<file path="src/rtl/uart_rx_cfg_if.sv">
// Receive-side word interface: the receiver (master) presents a received word plus error
// flags, and the consumer (slave) accepts it.
interface uart_rx_cfg_if #(
    parameter int DATA_BITS = 8
);
    // rx_valid rises with a new word and stays high, with rx_data/frame_err/parity_err
    // frozen, until a clock edge where rx_ready is also high. rx_ready is ignored while
    // rx_valid is low. overrun is a separate 1-cycle pulse that is not tied to rx_valid.
    logic [DATA_BITS-1:0] rx_data;
    logic                 rx_valid;
    logic                 rx_ready;
    logic                 frame_err;
    logic                 parity_err;
    logic                 overrun;

    modport master (
        output rx_data, rx_valid, frame_err, parity_err, overrun,
        input  rx_ready
    );

    modport slave (
        input  rx_data, rx_valid, frame_err, parity_err, overrun,
        output rx_ready
    );
endinterface

</file>
<file path="src/rtl/uart_rx_cfg.sv">
// Configurable UART receiver: 16x oversampling with a 3-sample majority vote, selectable
// data/parity/stop format, and a one-word valid/ready holding register.
module uart_rx_cfg #(
    parameter int CLK_HZ    = 100000000,
    parameter int BAUD      = 115200,
    parameter int DATA_BITS = 8,
    parameter int PARITY    = 0,
    parameter int STOP_BITS = 1
) (
    input  logic             clk,
    input  logic             rst,
    input  logic             rx,
    uart_rx_cfg_if.master    bus,
    output logic [2:0]       state_dbg
);

    localparam int TICK_DIV = CLK_HZ / (BAUD * 16);
    localparam int TW       = (TICK_DIV > 1) ? $clog2(TICK_DIV) : 1;

    typedef enum logic [2:0] {
        S_IDLE    = 3'd0,
        S_START   = 3'd1,
        S_DATA    = 3'd2,
        S_PARITY  = 3'd3,
        S_STOP    = 3'd4,
        S_BRKWAIT = 3'd5
    } state_t;

    state_t               state_q, state_d;
    logic                 sync1_q, sync1_d;
    logic                 sync2_q, sync2_d;
    logic [TW-1:0]        tick_cnt_q, tick_cnt_d;
    logic [3:0]           sub_cnt_q, sub_cnt_d;
    logic [3:0]           bit_cnt_q, bit_cnt_d;
    logic                 s0_q, s0_d;
    logic                 s1_q, s1_d;
    logic [DATA_BITS-1:0] shift_q, shift_d;
    logic                 par_bit_q, par_bit_d;
    logic                 ferr_acc_q, ferr_acc_d;
    logic                 commit_q, commit_d;
    logic                 cmt_ferr_q, cmt_ferr_d;
    logic                 cmt_perr_q, cmt_perr_d;
    logic [DATA_BITS-1:0] rx_data_q, rx_data_d;
    logic                 rx_valid_q, rx_valid_d;
    logic                 frame_err_q, frame_err_d;
    logic                 parity_err_q, parity_err_d;
    logic                 overrun_q, overrun_d;

    logic rx_s;
    logic tick;
    logic at_mid;
    logic maj;
    logic ones;
    logic perr_w;
    logic stop_ferr;

    assign rx_s   = sync2_q;
    assign tick   = (tick_cnt_q == TW'(TICK_DIV - 1));
    // Ticks 7 and 8 are latched; the vote happens on tick 9 using the live sample.
    assign at_mid = tick && (sub_cnt_q == 4'd9);
    assign maj    = (s0_q & s1_q) | (s0_q & rx_s) | (s1_q & rx_s);

    assign ones      = ^{shift_q, par_bit_q};
    assign perr_w    = (PARITY == 1) ? ~ones : ((PARITY == 2) ? ones : 1'b0);
    assign stop_ferr = ferr_acc_q | ~maj;

    always_comb begin
        state_d      = state_q;
        sync1_d      = rx;
        sync2_d      = sync1_q;
        tick_cnt_d   = tick ? '0 : tick_cnt_q + TW'(1);
        sub_cnt_d    = tick ? sub_cnt_q + 4'd1 : sub_cnt_q;
        bit_cnt_d    = bit_cnt_q;
        s0_d         = (tick && sub_cnt_q == 4'd7) ? rx_s : s0_q;
        s1_d         = (tick && sub_cnt_q == 4'd8) ? rx_s : s1_q;
        shift_d      = shift_q;
        par_bit_d    = par_bit_q;
        ferr_acc_d   = ferr_acc_q;
        commit_d     = 1'b0;
        cmt_ferr_d   = cmt_ferr_q;
        cmt_perr_d   = cmt_perr_q;

        case (state_q)
            S_IDLE: begin
                if (!rx_s) begin
                    state_d    = S_START;
                    tick_cnt_d = '0;
                    sub_cnt_d  = 4'd0;
                end
            end
            S_START: begin
                if (at_mid) begin
                    if (maj) begin
                        state_d = S_IDLE;
                    end else begin
                        state_d    = S_DATA;
                        bit_cnt_d  = 4'd0;
                        ferr_acc_d = 1'b0;
                    end
                end
            end
            S_DATA: begin
                if (at_mid) begin
                    shift_d = {maj, shift_q[DATA_BITS-1:1]};
                    if (bit_cnt_q == 4'(DATA_BITS - 1)) begin
                        bit_cnt_d = 4'd0;
                        state_d   = (PARITY != 0) ? S_PARITY : S_STOP;
                    end else begin
                        bit_cnt_d = bit_cnt_q + 4'd1;
                    end
                end
            end
            S_PARITY: begin
                if (at_mid) begin
                    par_bit_d = maj;
                    state_d   = S_STOP;
                end
            end
            S_STOP: begin
                if (at_mid) begin
                    if (bit_cnt_q == 4'(STOP_BITS - 1)) begin
                        // Leave mid-stop-bit so a start bit with no idle gap is still caught.
                        commit_d   = 1'b1;
                        cmt_ferr_d = stop_ferr;
                        cmt_perr_d = perr_w;
                        state_d    = maj ? S_IDLE : S_BRKWAIT;
                    end else begin
                        ferr_acc_d = stop_ferr;
                        bit_cnt_d  = bit_cnt_q + 4'd1;
                    end
                end
            end
            S_BRKWAIT: begin
                if (rx_s) begin
                    state_d = S_IDLE;
                end
            end
            default: state_d = S_IDLE;
        endcase
    end

    always_comb begin
        rx_data_d    = rx_data_q;
        rx_valid_d   = rx_valid_q;
        frame_err_d  = frame_err_q;
        parity_err_d = parity_err_q;
        overrun_d    = 1'b0;
        if (commit_q) begin
            // A full holding register wins: the new word is dropped, not the held one.
            if (!rx_valid_q || bus.rx_ready) begin
                rx_data_d    = shift_q;
                frame_err_d  = cmt_ferr_q;
                parity_err_d = cmt_perr_q;
                rx_valid_d   = 1'b1;
            end else begin
                overrun_d = 1'b1;
            end
        end else if (rx_valid_q && bus.rx_ready) begin
            rx_valid_d = 1'b0;
        end
    end

    always_ff @(posedge clk) begin
        if (rst) begin
            state_q      <= S_IDLE;
            sync1_q      <= 1'b1;
            sync2_q      <= 1'b1;
            tick_cnt_q   <= '0;
            sub_cnt_q    <= 4'd0;
            bit_cnt_q    <= 4'd0;
            s0_q         <= 1'b1;
            s1_q         <= 1'b1;
            shift_q      <= '0;
            par_bit_q    <= 1'b0;
            ferr_acc_q   <= 1'b0;
            commit_q     <= 1'b0;
            cmt_ferr_q   <= 1'b0;
            cmt_perr_q   <= 1'b0;
            rx_data_q    <= '0;
            rx_valid_q   <= 1'b0;
            frame_err_q  <= 1'b0;
            parity_err_q <= 1'b0;
            overrun_q    <= 1'b0;
        end else begin
            state_q      <= state_d;
            sync1_q      <= sync1_d;
            sync2_q      <= sync2_d;
            tick_cnt_q   <= tick_cnt_d;
            sub_cnt_q    <= sub_cnt_d;
            bit_cnt_q    <= bit_cnt_d;
            s0_q         <= s0_d;
            s1_q         <= s1_d;
            shift_q      <= shift_d;
            par_bit_q    <= par_bit_d;
            ferr_acc_q   <= ferr_acc_d;
            commit_q     <= commit_d;
            cmt_ferr_q   <= cmt_ferr_d;
            cmt_perr_q   <= cmt_perr_d;
            rx_data_q    <= rx_data_d;
            rx_valid_q   <= rx_valid_d;
            frame_err_q  <= frame_err_d;
            parity_err_q <= parity_err_d;
            overrun_q    <= overrun_d;
        end
    end

    assign bus.rx_data    = rx_data_q;
    assign bus.rx_valid   = rx_valid_q;
    assign bus.frame_err  = frame_err_q;
    assign bus.parity_err = parity_err_q;
    assign bus.overrun    = overrun_q;
    assign state_dbg      = state_q;

endmodule

</file>
<file path="src/flat_wrapper.sv">
// flat-port wrapper written by rule: the top's interface ports become plain ports
module uart_rx_cfg_flat 
#(
    parameter int CLK_HZ    = 100000000,
    parameter int BAUD      = 115200,
    parameter int DATA_BITS = 8,
    parameter int PARITY    = 0,
    parameter int STOP_BITS = 1
)
  (clk, rst, rx, state_dbg, bus_rx_data, bus_rx_valid, bus_frame_err, bus_parity_err, bus_overrun, bus_rx_ready);
  uart_rx_cfg_if #(.DATA_BITS(DATA_BITS)) bus_i ();
  input  logic clk;
  input  logic rst;
  input  logic rx;
  output logic [2:0] state_dbg;
  output wire logic [$bits(bus_i.rx_data)-1:0] bus_rx_data;
  output wire logic [$bits(bus_i.rx_valid)-1:0] bus_rx_valid;
  output wire logic [$bits(bus_i.frame_err)-1:0] bus_frame_err;
  output wire logic [$bits(bus_i.parity_err)-1:0] bus_parity_err;
  output wire logic [$bits(bus_i.overrun)-1:0] bus_overrun;
  input wire logic [$bits(bus_i.rx_ready)-1:0] bus_rx_ready;
  assign bus_rx_data = bus_i.rx_data;
  assign bus_rx_valid = bus_i.rx_valid;
  assign bus_frame_err = bus_i.frame_err;
  assign bus_parity_err = bus_i.parity_err;
  assign bus_overrun = bus_i.overrun;
  assign bus_i.rx_ready = bus_rx_ready;
  uart_rx_cfg #(.CLK_HZ(CLK_HZ), .BAUD(BAUD), .DATA_BITS(DATA_BITS), .PARITY(PARITY), .STOP_BITS(STOP_BITS)) u_core (.clk(clk), .rst(rst), .rx(rx), .bus(bus_i), .state_dbg(state_dbg));
endmodule
</file>
<file path="config.mk">
export PLATFORM = sky130hd
export DESIGN_NAME = uart_rx_cfg_flat
export DESIGN_NICKNAME = d
export VERILOG_FILES = /design/src/rtl/uart_rx_cfg_if.sv /design/src/rtl/uart_rx_cfg.sv /design/src/flat_wrapper.sv
export SDC_FILE = /design/constraint.sdc
export NUM_CORES = 1
export LEC_CHECK = 0
export BUFFER_PORTS_ARGS = -buffer_cell sky130_fd_sc_hd__buf_2
export CORE_MARGIN = 3
export CORE_UTILIZATION = 54
export CTS_CLUSTER_DIAMETER = 30
export DETAILED_ROUTE_END_ITERATION = 10
export PLACE_DENSITY_LB_ADDON = 0.1
export SETUP_SLACK_MARGIN = 0.05
export SLEW_MARGIN = 20
export SYNTH_ARGS = -nofsm -noshare
export SYNTH_HDL_FRONTEND = slang
export SYNTH_SLANG_ARGS = --single-unit
export TNS_END_PERCENT = 20
</file>
<file path="constraint.sdc">
create_clock -name clk -period 2.5 [get_ports clk]
set_input_delay 0.125 -clock clk [delete_from_list [all_inputs] [get_ports clk]]
set_output_delay 0.125 -clock clk [all_outputs]
set_load 0.03 [all_outputs]
</file>
==> flow_metrics.env, run 1 <==
export IMPL_leakage_nw=0.960
export IMPL_relSlewSlack=0.660
export IMPL_setup_viol=0
export IMPL_hp_class="in -> reg"
export IMPL_postCtsHoldBufs=0
export IMPL_ir_worst_vdd_v=0.000387
export IMPL_fin_crit_sh=0.790
export IMPL_final_cell_mix="43 x dfxtp_1, 33 x nor2_1, 20 x mux2i_1"
export IMPL_crit_buf_inv=0
export IMPL_core_area_sq_um=3440
export IMPL_htree_levels=2
export IMPL_skew_ns=0.00676
export IMPL_syn_to_final_growth_pct=12.2
export IMPL_drc_errors=0
export IMPL_numCtsBuffers=5
export IMPL_synth_ff_latch_count=43
export IMPL_num_vias=1531
export IMPL_insertedDiodeCount=0
export IMPL_hold_viol=0
export IMPL_reg2reg_to="u_core.bit_cnt_q[3]"
export IMPL_synthSimpleGateAreaFrac=0.228
export IMPL_cts_sinks=43
export IMPL_grt_pass1_vias=1365
export IMPL_ant_nets=0
export IMPL_cp_arrival_ns=2.16
export IMPL_clk_pin_slew_ns=0.08
export IMPL_die_x_microns=66.7
export IMPL_grt_pass1_wl_microns=6050
export IMPL_synthesis_nets=224
export IMPL_clockBufferDepth=2
export IMPL_tritoncts="yes"
export IMPL_synth_largest_area_cell="dfxtp_1"
export IMPL_initial_utilization=0.578
export IMPL_wl_microns=3710
export IMPL_tns_ns=0
export IMPL_die_area_sq_um=4450
export IMPL_ios=19
export IMPL_synth_top_area_frac=0.432
export IMPL_layout_nets=240
export IMPL_worstHoldStart="rx"
export IMPL_synth_compound_area_frac=0.104
export IMPL_use_met3=0.0405
export IMPL_critical_path_max_stage_delay_ns=0.39
export IMPL_status="complete, no violations"
export IMPL_detail_route_first_pass_iterations=4
export IMPL_wl_per_cell_microns=13.4
export IMPL_busiest_layer="met2"
export IMPL_syn_area_sq_um=1990
export IMPL_hold_depth=2
export IMPL_path_delay_family="compound AO/OA/AOI/OAI gates"
export IMPL_layout_drive_gt1_share=0.152
export IMPL_period_needed_ns=1.98
export IMPL_yosysWarnings=0
export IMPL_reg2reg_slack_ns=0.52
export IMPL_drtIter0Drc=121
export IMPL_synth_async_reset_ratio=0
export IMPL_required_ns=2.69
export IMPL_met2_usage=0.293
export IMPL_start_kind="register"
export IMPL_worstHoldEndpoint="u_core.sync1_q"
export IMPL_grt_overflow=0
export IMPL_grt_max_degree=32
export IMPL_hpwl_microns=2640
export IMPL_grt_use_met1=0.219
export IMPL_maxCapViolations=0
export IMPL_avgSynthCellArea_sq_um=9.35
export IMPL_r2r_worst_path_cells=5
export IMPL_crit_path_end_kind="register"
export IMPL_max_freq_mhz=506
export IMPL_crit_type="reg -> reg"
export IMPL_antenna_found_initial=0
export IMPL_p_total_mw=1.46
export IMPL_dieHeight_microns=66.7
export IMPL_synthTopCellsByArea="dfxtp_1 43%, mux2i_1 10%, nor2_1 6.2%"
export IMPL_io_buffers=17
export IMPL_synth_top_family_by_area="simple AND/OR/NAND/NOR gates"
export IMPL_post_cts_resized=0
export IMPL_post_cts_buffers=0
export IMPL_synthAdderAreaFrac=0.0497
export IMPL_p_per_area_nw_per_um2=653
export IMPL_routed_via_density=5.55
export IMPL_synth_mux_area_frac=0.101
export IMPL_path_cells="ha_1, and4b_1, nand4_2, o31a_1, a221o_1"
export IMPL_ys_types=50
export IMPL_seq_area_frac_synth=0.432
export IMPL_path_max_fanout=10
export IMPL_clock_latency_ns=0.30
export IMPL_synth_flop_cell="dfxtp_1"
export IMPL_slew_viol_final=0
export IMPL_rr_startpoint="u_core.tick_cnt_q[0]"
export IMPL_synthCells=213
export IMPL_synth_edff_count=0
export IMPL_cts_root_buf="clkbuf_8"
export IMPL_gp_congestion=0.887
export IMPL_fp_row_count=21
export IMPL_cp_slowest_cell="dfxtp_1"
export IMPL_synth_xor_area_frac=0.0352
export IMPL_rsz0062_at_grt="no"
export IMPL_layout_commonest_cell="dfxtp_1"
export IMPL_grt_usage=0.180
export IMPL_worstMarginPinSlew_ns=0.510
-- layer usage --
layer | up-vias | share of wire
li1 | 781 | -
met1 | 724 | 0.49
met2 | 19 | 0.46
met3 | 7 | 0.031
met4 | 0 | 0.019
met5 | - | 0
-- Yosys cell counts, types with 3 or more instances --
cell     count
dfxtp_1     43
or2_2        4
a21oi_1      7
buf_2        5
o21ai_0      3
nor3_1       5
xor2_1       4
nor2b_1      4
ha_1         7
inv_1       11
mux2i_1     20
nand3_1      4
nor2_1      33
nand4_1      3
nand2_1      9
and4_1       3
xnor2_1      4
-- through the flow --
| stage | worst slack, ns | instance area, sq um | instances | hold WS, ns | utilization |
|---|---|---|---|---|---|
| after floorplan | 0.747 | 1990 | 213 | 0.229 | - |
| final | 0.524 | 2230 | 276 | 0.0101 | 0.649 |
| after detailed placement | 0.534 | 2100 | 268 | 0.312 | 0.610 |
| after CTS | 0.534 | 2230 | 276 | 0.00532 | 0.649 |
| after global routing | 0.363 | 2230 | 276 | 0.0110 | 0.649 |
| after global placement | 0.588 | 2100 | 268 | 0.312 | 0.610 |
-- sequential cells by signal, indices dropped and copies added (netlist names) --
register              count
u_core.bus.rx_data        8
u_core.shift_q            8
u_core.tick_cnt_q         6
u_core.bit_cnt_q          4
u_core.sub_cnt_q          4
u_core.state_dbg          3
u_core.bus.frame_err      1
u_core.bus.overrun        1
u_core.bus.rx_valid       1
u_core.cmt_ferr_q         1
u_core.commit_q           1
u_core.ferr_acc_q         1
u_core.rx_s               1
u_core.s0_q               1
u_core.s1_q               1
u_core.sync1_q            1
-- worst reg2reg max path, delay by kind of cell, from the launching register on --
family,cells,cell delay [ns]
AND/OR/NAND/NOR,2,0.62
flip-flops,1,0.39
adder cells (fa/ha/maj),1,0.18
AO/OA/AOI/OAI,2,0.68
-- report_power, final --
part,total (mW),internal [mW],leakage [nW],switching [mW]
registers,0.729,0.697,0.348,0.0319
clock network,0.628,0.399,0.0654,0.229
logic,0.101,0.0401,0.547,0.0607
total,1.46,1.14,0.960,0.322
-- cell type report --
type	count	area (sq um)
clock buffer	6	72.6
clock inverter	2	60.1
fill	285	1210
inverter	11	41.3
multi-input combinational	148	1030
sequential	43	861
tap	46	57.6
timing repair buffer	20	108
-- kinds of logic (layout without fill, tap and decap cells) --
logic type	count (synthesis)	after routing
AOI/OAI and AO/OA	28	28
xor gates and xnor gates	8	8
adders and majority gates	8	8
buffers and inverters	22	39
DFF	43	43
muxes	20	20
other	1	1
and+or+nand+nor	83	83
-- how the worst max path moves through the flow --
stage	end	slack [ns]	startpoint	depth (start not counted)
3_3_place_gp	u_core.bit_cnt_q[3]	0.59	u_core.tick_cnt_q[0]	5
6_report	u_core.bit_cnt_q[3]	0.52	u_core.tick_cnt_q[0]	5
2_1_floorplan	u_core.bit_cnt_q[3]	0.75	u_core.tick_cnt_q[0]	6
5_1_grt	u_core.state_dbg[0]	0.36	u_core.tick_cnt_q[0]	5
4_1_cts	u_core.bit_cnt_q[3]	0.53	u_core.tick_cnt_q[0]	5
3_5_place_dp	u_core.bit_cnt_q[3]	0.53	u_core.tick_cnt_q[0]	5
(Power assumes the default switching activity.)
==> run 2, diff against run 1 <==
Settings changed: CORE_UTILIZATION 54 to 52.
Clock period 2.5 ns to 1.63 ns, I/O delays scaled along.
==> run 2 against run 1 <==
The run now ends with setup timing left. Utilization is 7.9 points higher. Sequential share of layout area is 4.4 points lower. Flip-flop and latch count stayed put. Combinational power grew to 2.8 times the previous value. Via count is 8.9% higher. Critical path type unchanged. Maximum frequency is 17% higher. Sequential power is 50% higher. Wire length is 13% higher. Clock power is 11% higher.
==> flow_metrics.env, run 2 (synthesis results as in run 1) <==
export IMPL_start_kind="register"
export IMPL_maxCapViolations=0
export IMPL_worstHoldStart="bus_rx_ready"
export IMPL_busiest_layer="met2"
export IMPL_post_place_ws_ns=-0.0535
export IMPL_cts_sinks=43
export IMPL_critical_path_max_stage_delay_ns=0.35
export IMPL_antenna_found_initial=0
export IMPL_use_met3=0.0525
export IMPL_worst_slack_ns=-0.0603
export IMPL_period_needed_ns=1.69
export IMPL_gp_congestion=0.876
export IMPL_insertedDiodeCount=0
export IMPL_tritoncts="yes"
export IMPL_layout_nets=272
export IMPL_cp_arrival_ns=1.89
export IMPL_met2_usage=0.350
export IMPL_crit_start="u_core.bit_cnt_q[0]"
export IMPL_fill_cells=265
export IMPL_ant_nets=0
export IMPL_violations="setup timing"
export IMPL_grt_overflow=0
export IMPL_grt_pass1_vias=1635
export IMPL_grt_pass1_wl_microns=7190
export IMPL_leakage_nw=1.12
export IMPL_clock_latency_ns=0.30
export IMPL_routed_via_density=5.42
export IMPL_dieHeight_microns=67.9
export IMPL_grt_use_met1=0.258
export IMPL_hpwl_microns=3070
export IMPL_wl_per_cell_microns=13.6
export IMPL_core_area_sq_um=3520
export IMPL_path_depth=6
export IMPL_path_cells="inv_1, ha_1, nor3b_2, and2_1, o31a_1, a221o_1"
export IMPL_reg2reg_slack_ns=-0.06
export IMPL_path_delay_family="compound AO/OA/AOI/OAI gates"
export IMPL_finish_utilization=0.727
export IMPL_path_max_fanout=4
export IMPL_hp_class="in -> reg"
export IMPL_rr_startpoint="u_core.bit_cnt_q[0]"
export IMPL_drc_errors=0
export IMPL_clockBufferDepth=2
export IMPL_die_area_sq_um=4610
export IMPL_drtIter0Drc=87
export IMPL_r2r_worst_path_cells=6
export IMPL_layout_drive_gt1_share=0.347
export IMPL_max_freq_mhz=592
export IMPL_crit_path_end_kind="register"
export IMPL_fp_row_count=21
export IMPL_ir_worst_vdd_v=0.000705
export IMPL_p_per_area_nw_per_um2=808
export IMPL_slew_viol_final=0
export IMPL_syn_to_final_growth_pct=28.7
export IMPL_hold_depth=3
export IMPL_required_ns=1.82
export IMPL_fin_crit_sh=1.04
export IMPL_layout_commonest_cell="dfxtp_1"
export IMPL_final_cell_mix="35 x dfxtp_1, 32 x nor2_1, 32 x buf_4"
export IMPL_hold_slack_ns=0.114
export IMPL_grt_max_degree=27
export IMPL_hold_viol=0
export IMPL_ios=19
export IMPL_htree_levels=2
export IMPL_crit_type="reg -> reg"
export IMPL_crit_buf_inv=1
export IMPL_cts_root_buf="clkbuf_8"
export IMPL_setup_viol=4
export IMPL_grt_usage=0.208
export IMPL_detail_route_first_pass_iterations=4
export IMPL_reg2reg_to="u_core.bit_cnt_q[3]"
export IMPL_worstHoldEndpoint="u_core.bus.overrun"
export IMPL_numCtsBuffers=5
export IMPL_rsz0062_at_grt="yes"
export IMPL_status="finished with violations"
export IMPL_num_vias=1668
export IMPL_initial_utilization=0.565
export IMPL_cp_slowest_cell="dfxtp_2"
export IMPL_io_buffers=17
export IMPL_skew_ns=0.00784
export IMPL_clk_pin_slew_ns=0.09
export IMPL_wl_microns=4200
export IMPL_die_x_microns=67.9
run 2: worst max-delay path by stage:
stage                               end  slack, ns
finish              u_core.bit_cnt_q[3]      -0.06
global route        u_core.state_dbg[1]      -0.11
CTS                 u_core.bit_cnt_q[3]      -0.03
detailed placement  u_core.bit_cnt_q[3]      -0.05
global placement    u_core.bit_cnt_q[3]      -0.02
floorplan           u_core.bit_cnt_q[3]      -0.04
run 2: report_power, final:
group          internal [mW]  leakage [nW]  switching [mW]
clock network          0.306        0.0408           0.391
registers               1.07         0.350          0.0154
logic                  0.134         0.729           0.153
total                   1.51          1.12           0.559
run 2: layout make-up:
cell class                 instances  area [sq um]  share of cell area
clock buffer                       5          68.8              0.0269
multi-input combinational        148          1130               0.441
clock inverter                     3          23.8             0.00928
tap                               46          57.6              0.0225
timing repair buffer              52           367               0.143
inverter                          11          41.3              0.0161
sequential                        43           873               0.341
run 2: per-layer routing:
layer	vias up	share of wire
li1	844	-
met1	788	0.46
met2	31	0.49
met3	5	0.042
met4	0	0.011
met5	-	0
run 2: what timing repair did:
action                                  CTS  global route
hold endpoints to repair                  1             0
setup buffers                             4             0
endpoints found under the setup margin   22            25
hold buffers                              1             0
pin swaps                                10             3
resized for setup                        17             9
run 2: through the flow:
step | TNS (ns) | instances | area [sq um] | power [mW]
global placement | -0.0468 | 295 | 2340 | 1.36
global route | -0.805 | 308 | 2560 | 2.15
detailed placement | -0.332 | 295 | 2340 | 1.37
floorplan | -0.0752 | 213 | 2020 | 1.27
CTS | -0.0309 | 308 | 2520 | 2.09
finish | -0.0974 | 308 | 2560 | 2.07
run 2: worst reg2reg max path, delay by kind of cell (launching register included):
family | cells | cell delay (ns)
compound gates | 2 | 0.64
fa+ha+maj | 1 | 0.18
buf+inv | 1 | 0.05
flops | 1 | 0.35
simple gates | 2 | 0.36
